### config.mk
export PLATFORM = sky130hd
export DESIGN_NAME = stopwatch_bcd_chain
export DESIGN_NICKNAME = d
export VERILOG_FILES = /design/src/rtl/stopwatch_bcd_chain.sv
export SDC_FILE = /design/constraint.sdc
export NUM_CORES = 1
export LEC_CHECK = 0
export CAP_MARGIN = 30
export CORE_MARGIN = 4
export CORE_UTILIZATION = 40
export CTS_CLUSTER_DIAMETER = 120
export DETAILED_ROUTE_END_ITERATION = 8
export HOLD_SLACK_MARGIN = 0.08
export PLACE_DENSITY_LB_ADDON = 0.1
export SYNTH_ARGS = -nofsm -noshare
export SYNTH_HDL_FRONTEND = slang
export SYNTH_SLANG_ARGS = --single-unit
### constraint.sdc
create_clock -name clk -period 3.6 [get_ports clk]
set_clock_uncertainty 0.15 [all_clocks]
set_input_delay 1.08 -clock clk [delete_from_list [all_inputs] [get_ports clk]]
set_output_delay 1.08 -clock clk [all_outputs]
set_load 0.05 [all_outputs]
### src/rtl/stopwatch_bcd_chain.sv
`default_nettype none
// ============================================================================
// Module   : stopwatch_bcd_chain
// Purpose  : Multi-digit BCD stopwatch/timer with prescaler, up/down, preset
//            load, lap snapshot and expiry detection, all in the clk domain.
// Revision : 1.0
// ============================================================================
module stopwatch_bcd_chain #(
    parameter int              CLK_DIV  = 500000,
    parameter int              NDIG     = 4,
    parameter logic [NDIG-1:0] SIX_MASK = 4'b1000
) (
    input  logic              clk,
    input  logic              reset,
    input  logic              run,
    input  logic              clear,
    input  logic              up_down,
    input  logic              load,
    input  logic [4*NDIG-1:0] load_val,
    input  logic              lap,
    output logic [4*NDIG-1:0] count,
    output logic [4*NDIG-1:0] disp,
    output logic              tick,
    output logic              wrap,
    output logic              expired,
    output logic              lap_active
);

    localparam int            PW   = (CLK_DIV > 2) ? $clog2(CLK_DIV) : 1;
    localparam logic [PW-1:0] PMAX = PW'(CLK_DIV - 1);
    localparam int            W    = 4 * NDIG;

    logic [PW-1:0] r_presc;
    logic [W-1:0]  r_count;
    logic [W-1:0]  r_snap;
    logic          r_lap_q;
    logic          r_lap_active;
    logic          r_tick;
    logic          r_wrap;
    logic          r_expired;

    logic [NDIG:0] w_chain;
    logic [W-1:0]  w_next;
    logic [W-1:0]  w_load;
    logic          w_step;
    logic          w_all_zero;
    logic          w_all_max;
    logic          w_lap_rise;

    assign w_step     = run && (r_presc == PMAX);
    assign w_lap_rise = lap && !r_lap_q;
    assign w_chain[0] = 1'b1;

    // Carry/borrow ripples through each digit that sits at its limit.
    generate
        for (genvar i = 0; i < NDIG; i++) begin : g_digit
            localparam logic [3:0] DMAX = SIX_MASK[i] ? 4'd5 : 4'd9;
            logic [3:0] w_d;
            logic [3:0] w_lv;
            logic       w_at_max;
            logic       w_at_zero;

            assign w_d       = r_count[4*i +: 4];
            assign w_lv      = load_val[4*i +: 4];
            assign w_at_max  = (w_d == DMAX);
            assign w_at_zero = (w_d == 4'd0);

            assign w_chain[i+1] = w_chain[i] & (up_down ? w_at_max : w_at_zero);

            assign w_next[4*i +: 4] = !w_chain[i] ? w_d :
                                      up_down     ? (w_at_max  ? 4'd0 : w_d + 4'd1) :
                                                    (w_at_zero ? DMAX : w_d - 4'd1);

            assign w_load[4*i +: 4] = (w_lv > DMAX) ? DMAX : w_lv;
        end
    endgenerate

    assign w_all_zero = (r_count == '0);
    assign w_all_max  = up_down && w_chain[NDIG];

    always_ff @(posedge clk or posedge reset) begin
        if (reset) begin
            r_presc      <= '0;
            r_count      <= '0;
            r_snap       <= '0;
            r_lap_q      <= 1'b0;
            r_lap_active <= 1'b0;
            r_tick       <= 1'b0;
            r_wrap       <= 1'b0;
            r_expired    <= 1'b0;
        end else begin
            r_lap_q <= lap;
            r_tick  <= 1'b0;
            r_wrap  <= 1'b0;
            if (clear) begin
                r_count      <= '0;
                r_presc      <= '0;
                r_lap_active <= 1'b0;
                r_expired    <= 1'b0;
            end else begin
                // Snapshot takes the pre-step value when a lap edge meets a step.
                if (w_lap_rise) begin
                    if (!r_lap_active)
                        r_snap <= r_count;
                    r_lap_active <= !r_lap_active;
                end
                if (load) begin
                    r_count   <= w_load;
                    r_presc   <= '0;
                    r_expired <= 1'b0;
                end else if (run) begin
                    if (w_step) begin
                        r_presc <= '0;
                        r_tick  <= 1'b1;
                        if (up_down) begin
                            r_count <= w_next;
                            r_wrap  <= w_all_max;
                        end else if (w_all_zero) begin
                            r_expired <= 1'b1;
                        end else begin
                            r_count <= w_next;
                            if (w_next == '0)
                                r_expired <= 1'b1;
                        end
                    end else begin
                        r_presc <= r_presc + PW'(1);
                    end
                end
            end
        end
    end

    assign count      = r_count;
    assign disp       = r_lap_active ? r_snap : r_count;
    assign tick       = r_tick;
    assign wrap       = r_wrap;
    assign expired    = r_expired;
    assign lap_active = r_lap_active;

endmodule
`default_nettype wire

; Word-level counts from Yosys, hierarchy flattened
; Cells that the tools add are included.
[classes]
addsub = 9
n_lt_le_gt_ge = 4
n_eq_ne = 7
muxes = 52
bitwise_logic = 4
n_reduce_logical = 18
[op_table]
columns = cell, n
row1 = 16-bit 2-to-1 mux, 7
row2 = 19-bit 2-to-1 mux, 4
row3 = 4-bit 2-to-1 mux, 19
row4 = 16-bit logical NOT, 2
row5 = 1-bit 2-to-1 mux, 22
row6 = "19-bit by 1-bit adder with 19-bit output, second input constant", 1
row7 = "19-bit == test, second input constant", 1
row8 = "4-bit by 1-bit adder with 4-bit output, second input constant", 4
row9 = 4-bit logical NOT, 4
row10 = "4-bit by 1-bit subtractor with 4-bit output, second input constant", 4
row11 = "4-bit == test, second input constant", 3
row12 = "4-bit > comparator, second input constant", 3
row13 = 3-bit nonzero test, 2
row14 = "4-bit by 3-bit == test with 1-bit output, second input constant", 1
row15 = "4-bit by 3-bit > comparator with 1-bit output, second input constant", 1
row16 = "4-bit != test, second input constant", 1
row17 = 4-bit AND reduction, 1
row18 = 4-bit nonzero test, 1
row19 = 1-bit bitwise AND, 3
row20 = 1-bit logical AND, 3
row21 = "3-bit by 2-bit != test with 1-bit output, second input constant", 1
row22 = 3-bit AND reduction, 1
row23 = 1-bit logical NOT, 2
row24 = 2-bit AND reduction, 1
row25 = other kinds (2), 2
[word_totals]
register_bits = 56
in_bits = 23
elab_cells = 102

; Longest topological paths before layout
; Gate-level depths: netlist of run 1.
[depth]
ltp_word = 13
ltp_mapped = 10
depth_no_buf = 8

; Least setup slack after synthesis of run 1
; Ideal clock, no wire load.
[synth_timing]
path_kind = register to output
from = register r_count[4], in the netlist count[4]
to = output disp[4]
arrival_ns = 2.236
setup_slack_ns = 0.134
path_stages_with_launch = 4
path_cell_list = dfrtp_1 -> clkbuf_1 -> inv_1 -> o21ai_0
[synth_between]
elab_chain_len = 1
[synth_lines]
columns = item, line
row1 = start: declaration, 34  ; logic [W-1:0] r_count;
row2 = start signal: assignment, 108  ; r_count <= w_load;
row3 = start signal: assignment, 116  ; r_count <= w_next;
row4 = start signal: assignment, 121  ; r_count <= w_next;
row5 = 16-bit 2-to-1 mux, n/a
row6 = end: declaration, 22  ; output logic [4*NDIG-1:0] disp,
; Every way passes these cells.

; Final worst setup path of run 1
[layout_timing]
from = input up_down
to = register r_expired, in the netlist expired
[layout_between]
elab_chain_len = 7
[layout_lines]
columns = item, line
row1 = start: declaration, 17  ; input logic up_down,
row2 = 1-bit 2-to-1 mux, 68  ; assign w_chain[i+1] = w_chain[i] & (up_down ? w_at_max : w_at_zero);
row3 = 1-bit bitwise AND (2 in a row), 68
row4 = 4-bit 2-to-1 mux, 70  ; assign w_next[4*i +: 4] = !w_chain[i] ? w_d :
row5 = 16-bit logical NOT, 122  ; if (w_next == '0)
row6 = 4-bit nonzero test (no line), n/a
row7 = 4-bit AND reduction (no line) *, n/a
row8 = end signal: assignment, 90  ; r_expired <= 1'b0;
row9 = end signal: assignment, 119  ; r_expired <= 1'b1;
row10 = end signal: assignment, 123  ; r_expired <= 1'b1;
row11 = end: declaration, 40  ; logic r_expired;
; Every way passes the cells marked *; elsewhere a longest branch is shown, timed or not.
; A chain may end at the register's enable or synchronous reset.

==> results_dict.tcl, run 1 <==
set metrics [dict create \
    synthTopCellsByArea "dfrtp_1 (37%), mux2_2 (7.8%), nor2_1 (4.7%)" \
    fin_crit_sh_pct 95.47 \
    fin_cells 614 \
    fin_nets 530 \
    crit_required_ns 3.70 \
    peakVddDrop_mv 0.2050 \
    synth_nets 459 \
    postCtsSetupBuffers 0 \
    firstDrtPassIters 4 \
    clk_pin_slew_worst_paths_ns 0.11 \
    drtIter0Drc 186 \
    combPwrFrac_pct 27.3 \
    worstMarginPinSlew_ns 0.6327 \
    vias 3492 \
    maxCapViolations 0 \
    cts_buffers 5 \
    dieArea_sq_um 10950 \
    p_sw_uw 523.8 \
    placed_area_sq_um 4623 \
    p_per_area_nw_per_um2 322.7 \
    crit_path_end_kind "flop" \
    rsz0062_at_grt "false" \
    hold_buffers 0 \
    grt_overflow 0 \
    drv_slew 0 \
    finalHoldViolations 0 \
    via_per_inst 5.687 \
    crit_top_cell "or4_1" \
    async_reset_ff_share_pct 100.0 \
    post-place-cells 606 \
    ys.flop_type "dfrtp_1" \
    port_buffers 58 \
    synthDistinctLibCells 65 \
    place.gp.congestion 0.8655 \
    total_power_uw 1525 \
    synth_top_area_share_pct 37.50 \
    ys_ff_latch 56 \
    synth_edf_count 0 \
    antenna_found_initial 0 \
    synthCells 431 \
    die_h_um 104.7 \
    yosys_warnings 0 \
    min_path_type "reg -> reg" \
    p_leak_uw 0.001971 \
    startpoint_type "input port" \
    crit_arrival_ns 3.53 \
    tritoncts "yes" \
    critPathMaxStageDelay_ns 0.51 \
    switching_share_pct 34.34 \
    core_sq_um 9153 \
    cp_slowest_cell "or4_1" \
    cp_max_fo 10 \
    drc_errors 0 \
    grt_pass1_vias 3385 \
    final_layout_size_suffix_gt1_share_pct 17.10 \
    cts_sinks 56 \
    grtUsageTotal_pct 19.58 \
    initial_utilization_pct 40.83 \
    clkPwrFrac_pct 26.2 \
    post_drt_wl_per_cell_um 17.11 \
    min_period_ns 3.437 \
    path_cells "clkdlybuf4s50_1 > buf_4 > nor4b_4 > o221a_2 > mux2i_1 > or4_1 > or4_1 > o31ai_2" \
    fillers 881 \
    crit_type "in -> reg" \
    cts_max_level 2 \
    setup_viol 0 \
    drt_wl_total_um 10510 \
    syn_area_sq_um 3737 \
    diodes 0 \
    syn-mean-instance-area_sq_um 8.671 \
    outcome "complete, no violations" \
    power_frac_seq_pct 46.5 \
    yosys.area.top_type "dfrtp_1" \
    final_area_sq_um 4727 \
    cpLargestDelayFamily "simple AND/OR/NAND/NOR gates" \
    dp_hpwl_um 7826 \
    slew_headroom_pct 57.43 \
    clock_latency_ns 0.32 \
    clockRootBuffer "clkbuf_8" \
    cp.buffers_inverters 2 \
    die_w_um 104.7 \
    area_growth_pct 26.48 \
    top_level_ports 59 \
    fin_tns_setup_ns 0 \
    grt_max_degree 31 \
    internal_power_uw 1002 \
    grt_pass1_wl_um 17420 \
    cts.path.max_buffers 2 \
    antenna_left 0 \
    rows 35 \
    fin_util_pct 51.65 \
    seq_area_frac_synth_pct 37.50 \
    max_freq_ghz 0.2910 \
]
-- worst register-to-register path, delay by kind of cell, from the launching register on --
kind	cells	cell delay [ns]
AND/OR/NAND/NOR	3	1.27
AO/OA/AOI/OAI	2	0.55
flip-flops	1	0.49
adder cells (fa/ha/maj)	1	0.33
buffers and inverters	1	0.20
multiplexers	1	0.09
-- area by class of cell --
class,count,area (sq um),share of cell area [%]
Multi-Input combinational cell,332,2172,45.95
Sequential cell,56,1403,29.67
Timing Repair Buffer,94,863.3,18.26
Tap cell,111,138.9,2.938
Clock buffer,6,82.58,1.747
Inverter,13,48.80,1.032
Clock inverter,2,18.77,0.3970
-- what timing repair did --
action | 4_1_cts | 5_1_grt
resized for setup | 1 | 1
endpoints found under the setup margin | 4 | 1
gates cloned | 0 | 0
-- metal layers --
metal | vias to the layer above | part of all wire [%] | GRT usage (%)
met2 | 87 | 43 | 29.24
met1 | 1688 | 51 | 29.24
met3 | 13 | 4.9 | 2.965
li1 | 1704 | - | -
met5 | - | 0 | 0
met4 | 0 | 1.6 | 5.717
-- per-stage QoR --
stage | worst slack [ns] | hold WS, ns
2_1_floorplan | 0.1336 | 0.3250
3_3_place_gp | -0.1346 | 0.3336
3_5_place_dp | -0.1989 | 0.3421
4_1_cts | 0.1513 | 0.3682
5_1_grt | 0.007516 | 0.3773
6_report | 0.1633 | 0.3627
-- path summary, 6_finish.rpt --
path	cells past startpoint	to	slack, ns	from
worst max-delay path	8	expired	0.16	up_down
worst min-delay path	1	r_snap[5]	0.36	r_snap[5]
worst max register to register	8	expired	0.46	count[1]
worst min register to register	1	r_snap[5]	0.36	r_snap[5]
max in group asynchronous	3	r_presc[1]	1.72	reset
min in group asynchronous	2	r_snap[7]	1.00	reset
-- power by group through the flow --
stage / sequential (uW) / combinational [uW] / clock, uW
floorplan: 736 / 246 / 0
global placement: 719 / 413 / 0
detailed placement: 722 / 416 / 0
CTS: 710 / 418 / 410
global route: 717 / 451 / 434
finish: 709 / 417 / 399
-- layout by cell type (no fill, tap or decap), types with 6 or more instances in the layout --
cell type	count
nand2_1	38
a21oi_1	20
inv_1	12
o31ai_1	7
nor2b_1	7
buf_4	35
nor3_1	15
xnor2_1	9
nand2b_1	6
nand3_1	12
nand4_1	10
clkbuf_8	6
dfrtp_1	55
and3_1	7
clkdlybuf4s50_1	58
xor2_1	14
mux2_2	26
o21ai_0	28
nor2_1	47
-- state kept, by name, indices dropped and copies added, names as in the netlist --
| signal | cells |
|---|---|
| r_presc | 19 |
| tick | 1 |
| r_snap | 16 |
| lap_active | 1 |
| r_lap_q | 1 |
| wrap | 1 |
| count | 16 |
| expired | 1 |
-- synthesized netlist by cell type, types with 3 or more instances --
master / number
dfrtp_1: 56
nor2_1: 47
nand2_1: 38
o21ai_0: 28
clkbuf_1: 26
mux2_2: 26
a21oi_1: 20
nor3_1: 15
xor2_1: 14
inv_1: 13
nand3_1: 12
nand4_1: 10
xnor2_1: 9
and3_1: 7
nor2b_1: 7
o31ai_1: 7
nand2b_1: 6
ha_1: 5
o211ai_1: 5
mux2i_1: 4
o22ai_1: 4
or2_2: 4
or4_1: 4
a311oi_1: 3
nand3b_1: 3
nor4_1: 3
nor4b_1: 3
or3_1: 3
-- cell families (layout without fill, tap and decap cells) --
family	Yosys count	in the layout	synth area share [%]
buf+inv	43	115	4.419
xor+xnor	23	23	5.390
mux	30	30	8.905
simple gates	178	178	25.28
compound gates	96	96	16.84
fa+ha+maj	5	5	1.674
flops	56	56	37.50
Power figures use the tool's default switching activity.
==> inputs of run 2 (changes only) <==
- ABC_AREA: unset -> 1
==> results_dict.tcl, run 2 <==
set metrics [dict create \
    crit_required_ns 2.37 \
    max_freq_ghz 0.2946 \
    drt_wl_total_um 10540 \
    yosys_warnings 0 \
    grt_pass1_wl_um 17550 \
    diodes 0 \
    cp_max_fo 34 \
    firstDrtPassIters 5 \
    drv_slew 0 \
    startpoint_type "flop" \
    postCtsSetupBuffers 0 \
    yosys.area.top_type "dfrtp_1" \
    clk_pin_slew_worst_paths_ns 0.10 \
    synthCells 511 \
    antenna_left 0 \
    cts_max_level 2 \
    drc_errors 0 \
    reg2reg_slack_ns 1.23 \
    tritoncts "yes" \
    finalHoldViolations 0 \
    grt_max_degree 35 \
    area_growth_pct 22.35 \
    cts_buffers 5 \
    clockRootBuffer "clkbuf_8" \
    core_sq_um 8891 \
    outcome "complete, no violations" \
    ys_ff_latch 56 \
    final_layout_size_suffix_gt1_share_pct 13.37 \
    p_per_area_nw_per_um2 388.5 \
    post_drt_wl_per_cell_um 15.40 \
    rr_worst_depth 14 \
    rsz0062_at_grt "false" \
    synth_top_area_share_pct 37.65 \
    dp_hpwl_um 8073 \
    synthTopCellsByArea "dfrtp_1 (38%), nand2_1 (14%), nand3_1 (5.5%)" \
    ys.flop_type "dfrtp_1" \
    setup_viol 0 \
    r2r_start "count[0]" \
    largest_register_ffs 19 \
    syn-mean-instance-area_sq_um 7.284 \
    r2r_end "expired" \
    clock_latency_ns 0.31 \
    initial_utilization_pct 41.87 \
    grtUsageTotal_pct 19.69 \
    crit_type "reg -> out" \
    hold_buffers 0 \
    cts_sinks 56 \
    regMostFlops "r_presc" \
    antenna_found_initial 0 \
    hold_depth 1 \
    worstHoldStart "r_snap[12]" \
    vias 3711 \
    slew_headroom_pct 63.08 \
    yosysMostFrequentCell "nand2_1" \
    dieArea_sq_um 10910 \
    final_common_cell "nand2_1" \
    syn_area_sq_um 3722 \
    cts_resized 1 \
    maxCapViolations 0 \
    rows 34 \
    grt_overflow 0 \
    fin_crit_sh_pct 94.30 \
    grt_pass1_vias 3567 \
    async_reset_ff_share_pct 100.0 \
    min_path_type "reg -> reg" \
    fin_util_pct 51.22 \
    via_per_inst 5.425 \
    fin_tns_setup_ns 0 \
    crit_arrival_ns 2.16 \
    synthDistinctLibCells 40 \
    synth_nets 539 \
    die_w_um 104.5 \
    min_period_ns 3.395 \
    fin_nets 603 \
    drtIter0Drc 292 \
    die_h_um 104.5 \
    synth_edf_count 0 \
    cts.path.max_buffers 2 \
    p_leak_uw 0.002076 \
    top_level_ports 59 \
    synth.top_cells.by_count "nand2_1 (138), dfrtp_1 (56), inv_1 (45), nor2_1 (44), nand3_1 (41)" \
    crit_path_end_kind "primary output" \
    layout_common_cells "nand2_1 (138), clkdlybuf4s50_1 (58), dfrtp_1 (55), inv_1 (44), nor2_1 (44)" \
    worstMarginPinSlew_ns 0.5521 \
    place.gp.congestion 0.8741 \
    peakVddDrop_mv 0.2163 \
    port_buffers 58 \
    seq_area_frac_synth_pct 37.65 \
    min_to "r_snap[12]" \
    fillers 866 \
]
==> run 2: cell families (layout without fill, tap and decap cells) <==
group	Yosys count	count (layout)	share of synthesized area, %
AO/OA/AOI/OAI	81	81	12.57
XOR/XNOR	6	6	1.412
adder cells (fa/ha/maj)	5	5	1.681
buffers and inverters	72	137	8.336
flip-flops	56	56	37.65
multiplexers	16	16	4.840
AND/OR/NAND/NOR	275	275	33.51
==> run 2: how the worst max path moves through the flow <==
| stage | from | end | cells past startpoint |
|---|---|---|---|
| 3_3_place_gp | lap_active | disp[0] | 3 |
| 4_1_cts | lap_active | disp[8] | 2 |
| 6_report | lap_active | disp[8] | 2 |
| 2_1_floorplan | count[10] | disp[10] | 2 |
| 5_1_grt | lap_active | disp[10] | 3 |
| 3_5_place_dp | lap_active | disp[8] | 3 |
==> run 2: worst max-delay path: stages, from the launching register on <==
cell	delay (ns)
dfrtp_2	0.61
o21ai_0	0.37
clkdlybuf4s50_1	0.87
==> run 2: power breakdown <==
group | switching (uW) | leakage (uW) | internal (uW) | total, uW
registers | 53.9 | 0.000753 | 681 | 735
clock network | 223 | 0.0000600 | 211 | 435
logic | 392 | 0.00126 | 207 | 600
==> run 2: area by class of cell <==
type / count / area [sq um] / share of cell area [%]
Sequential cell: 56 / 1403 / 30.80
Clock buffer: 5 / 68.82 / 1.511
Inverter: 60 / 227.7 / 5.000
Timing Repair Buffer: 69 / 663.1 / 14.56
Multi-Input combinational cell: 383 / 2011 / 44.15
Clock inverter: 3 / 46.29 / 1.016
Tap cell: 108 / 135.1 / 2.967
==> run 2: through the flow <==
step | instances | total power [uW] | setup WS (ns) | hold slack [ns] | area (sq um)
after detailed placement | 676 | 1344 | 0.2918 | 0.3461 | 4438
after global routing | 684 | 1866 | 0.09777 | 0.3749 | 4554
after CTS | 684 | 1788 | 0.1924 | 0.3723 | 4554
final | 684 | 1769 | 0.2052 | 0.3675 | 4554
after floorplan | 511 | 1156 | 0.3040 | 0.3275 | 3722
after global placement | 676 | 1340 | 0.3493 | 0.3395 | 4438
==> run 2: layer usage <==
metal	routed length, um	up-vias	GRT usage (%)
met5	0	-	0
met4	112	0	5.128
met3	714	10	4.159
met2	4505	132	29.34
met1	5205	1741	28.90
li1	-	1828	-
==> patch, RTL diff (settings of run 1) <==
Change the parameter `CLK_DIV` from 500000 to 1000000.
--- a/src/rtl/stopwatch_bcd_chain.sv
+++ b/src/rtl/stopwatch_bcd_chain.sv
@@ -6,7 +6,7 @@
 // Revision : 1.0
 // ============================================================================
 module stopwatch_bcd_chain #(
-    parameter int              CLK_DIV  = 500000,
+    parameter int              CLK_DIV  = 1000000,
     parameter int              NDIG     = 4,
     parameter logic [NDIG-1:0] SIX_MASK = 4'b1000
 ) (
Check against the original RTL: no difference found for any inputs over 10 cycles, from zero or initial values and one cycle with reset high; that may be too few to reach the edited logic, so the function may still have changed.
==> patch against run 1 <==
- count of clock-buffer cells in the layout up 6
- design area up 5.3%
- sequential cell count up 1
- setup slack better by 12 ps
- area after synthesis up 5.6%
- total power up 30%
- routed wire length up 5.8%
- largest cell class unchanged
- non-clock buffer count down 7
==> patch: results (changes against run 1) <==
status finished clean (unchanged); iteration-0 DRC count of the detailed router 245 (was 186); global-route wire length before repair 18640 um (was 17420 um); Clk pin slew, worst setup/hold paths 70 ps (was 110 ps); Top Usage Layer GRT met1 (was met2); drt pass-1 iters 6 (was 4); met3 Usage GRT 0.04019 (was 0.02965); Post-DP Area 0.004750 mm^2 (was 0.004623 mm^2); multiplexer area fraction after synthesis 0.07929 (was 0.08905); Sequential Area 0.001428 mm^2 (was 0.001403 mm^2); synth cell count leaders dfrtp_1 (57), nor2_1 (44), nand2_1 (36) (was dfrtp_1 (56), nor2_1 (47), nand2_1 (38)); via/cell ratio 5.575 (was 5.687); Post-Synth Adder-Cell Area 0.01586 (was 0.01674); worst r2r src count[0]$_DFFE_PP0P_ (was count[1]$_DFFE_PP0P_); worst-path fanout max 11 (was 10); Cells after Synth 447 (was 431); Seq/Total Area, Yosys 0.3616 (was 0.3750); crit path capture disp[0] (was expired$_DFFE_PP0P_); met2 WL 4706 um (was 4469 um); met1 Use GR 0.3090 (was 0.2924); GP Congestion 0.8992 (was 0.8655); Static Leak 2.023 nW (was 1.971 nW); final-report hold violation count 0 (unchanged); Worst Hold Slack 353.2 ps (was 362.7 ps); number of global-route vias before repair 3610 (was 3385); Max VDD drop 0.3600 mV (was 0.2050 mV); H-tree depth 3 (was 2); post-synthesis xor/xnor area fraction 0.04662 (was 0.05390); Setup crit start kind register (was input port); drt total wl 11110 um (was 10510 um); max reg flops 20 (was 19); Distinct cells, synth 70 (was 65); met3 routed WL 669 um (was 512 um); placed cells 627 (was 606); Layout Nets 537 (was 530); P per Cell Area 396.8 mW/mm^2 (was 322.7 mW/mm^2); Compound-Gate Fraction of Synth Area 0.2001 (was 0.1684); CTS resizes 0 (was 1); minimum clock period 3425 ps (was 3437 ps); P_comb 550 uW (was 417 uW); met1 WL 5583 um (was 5359 um); clock latency on the worst-skew pair 340 ps (was 320 ps); Least-Margin Pin Slew 617.9 ps (was 632.7 ps); DP Wirelength 8153 um (was 7826 um); Syn Nets 475 (was 459); DP Worst Slack 95.12 ps (was -198.9 ps); wire per inst 17.28 um (was 17.11 um); Hold Path Sink r_snap[2]$_DFFE_PP0P_ (was r_snap[5]$_DFFE_PP0P_); hold path start r_snap[2]$_DFFE_PP0P_ (was r_snap[5]$_DFFE_PP0P_); overall routing resource usage 0.2039 (was 0.1958); Post-CTS Setup Bufs 0 (unchanged); fraction of layout cells with a size suffix above 1 0.1770 (was 0.1710); FILL cells 890 (was 881); grt met2 use 0.2846 (was 0.2924); Pint 1.335 mW (was 1.002 mW)
-- patch: cell count changes in the layout (fill, tap and decap cells not counted), sizes merged, moves of 5 or more --
cell | run 1 | this run
buf | 36 | 29
a21oi | 20 | 26
a31oi | 2 | 8
clkbuf | 6 | 12
nor4 | 3 | 9
a22o | 1 | 6
-- patch: critical path: stages, from the launching register on --
cell and delay, ps:
dfrtp_1 570, inv_1 160, o21ai_0 270, clkdlybuf4s50_1 860
-- patch: cell type report --
cell class | count | share of cell area
Multi-Input combinational cell | 341 | 0.4598
Sequential cell | 57 | 0.2867
Timing Repair Buffer | 87 | 0.1653
Tap cell | 129 | 0.03241
Clock buffer | 12 | 0.03116
Clock inverter | 4 | 0.01482
Inverter | 13 | 0.009799
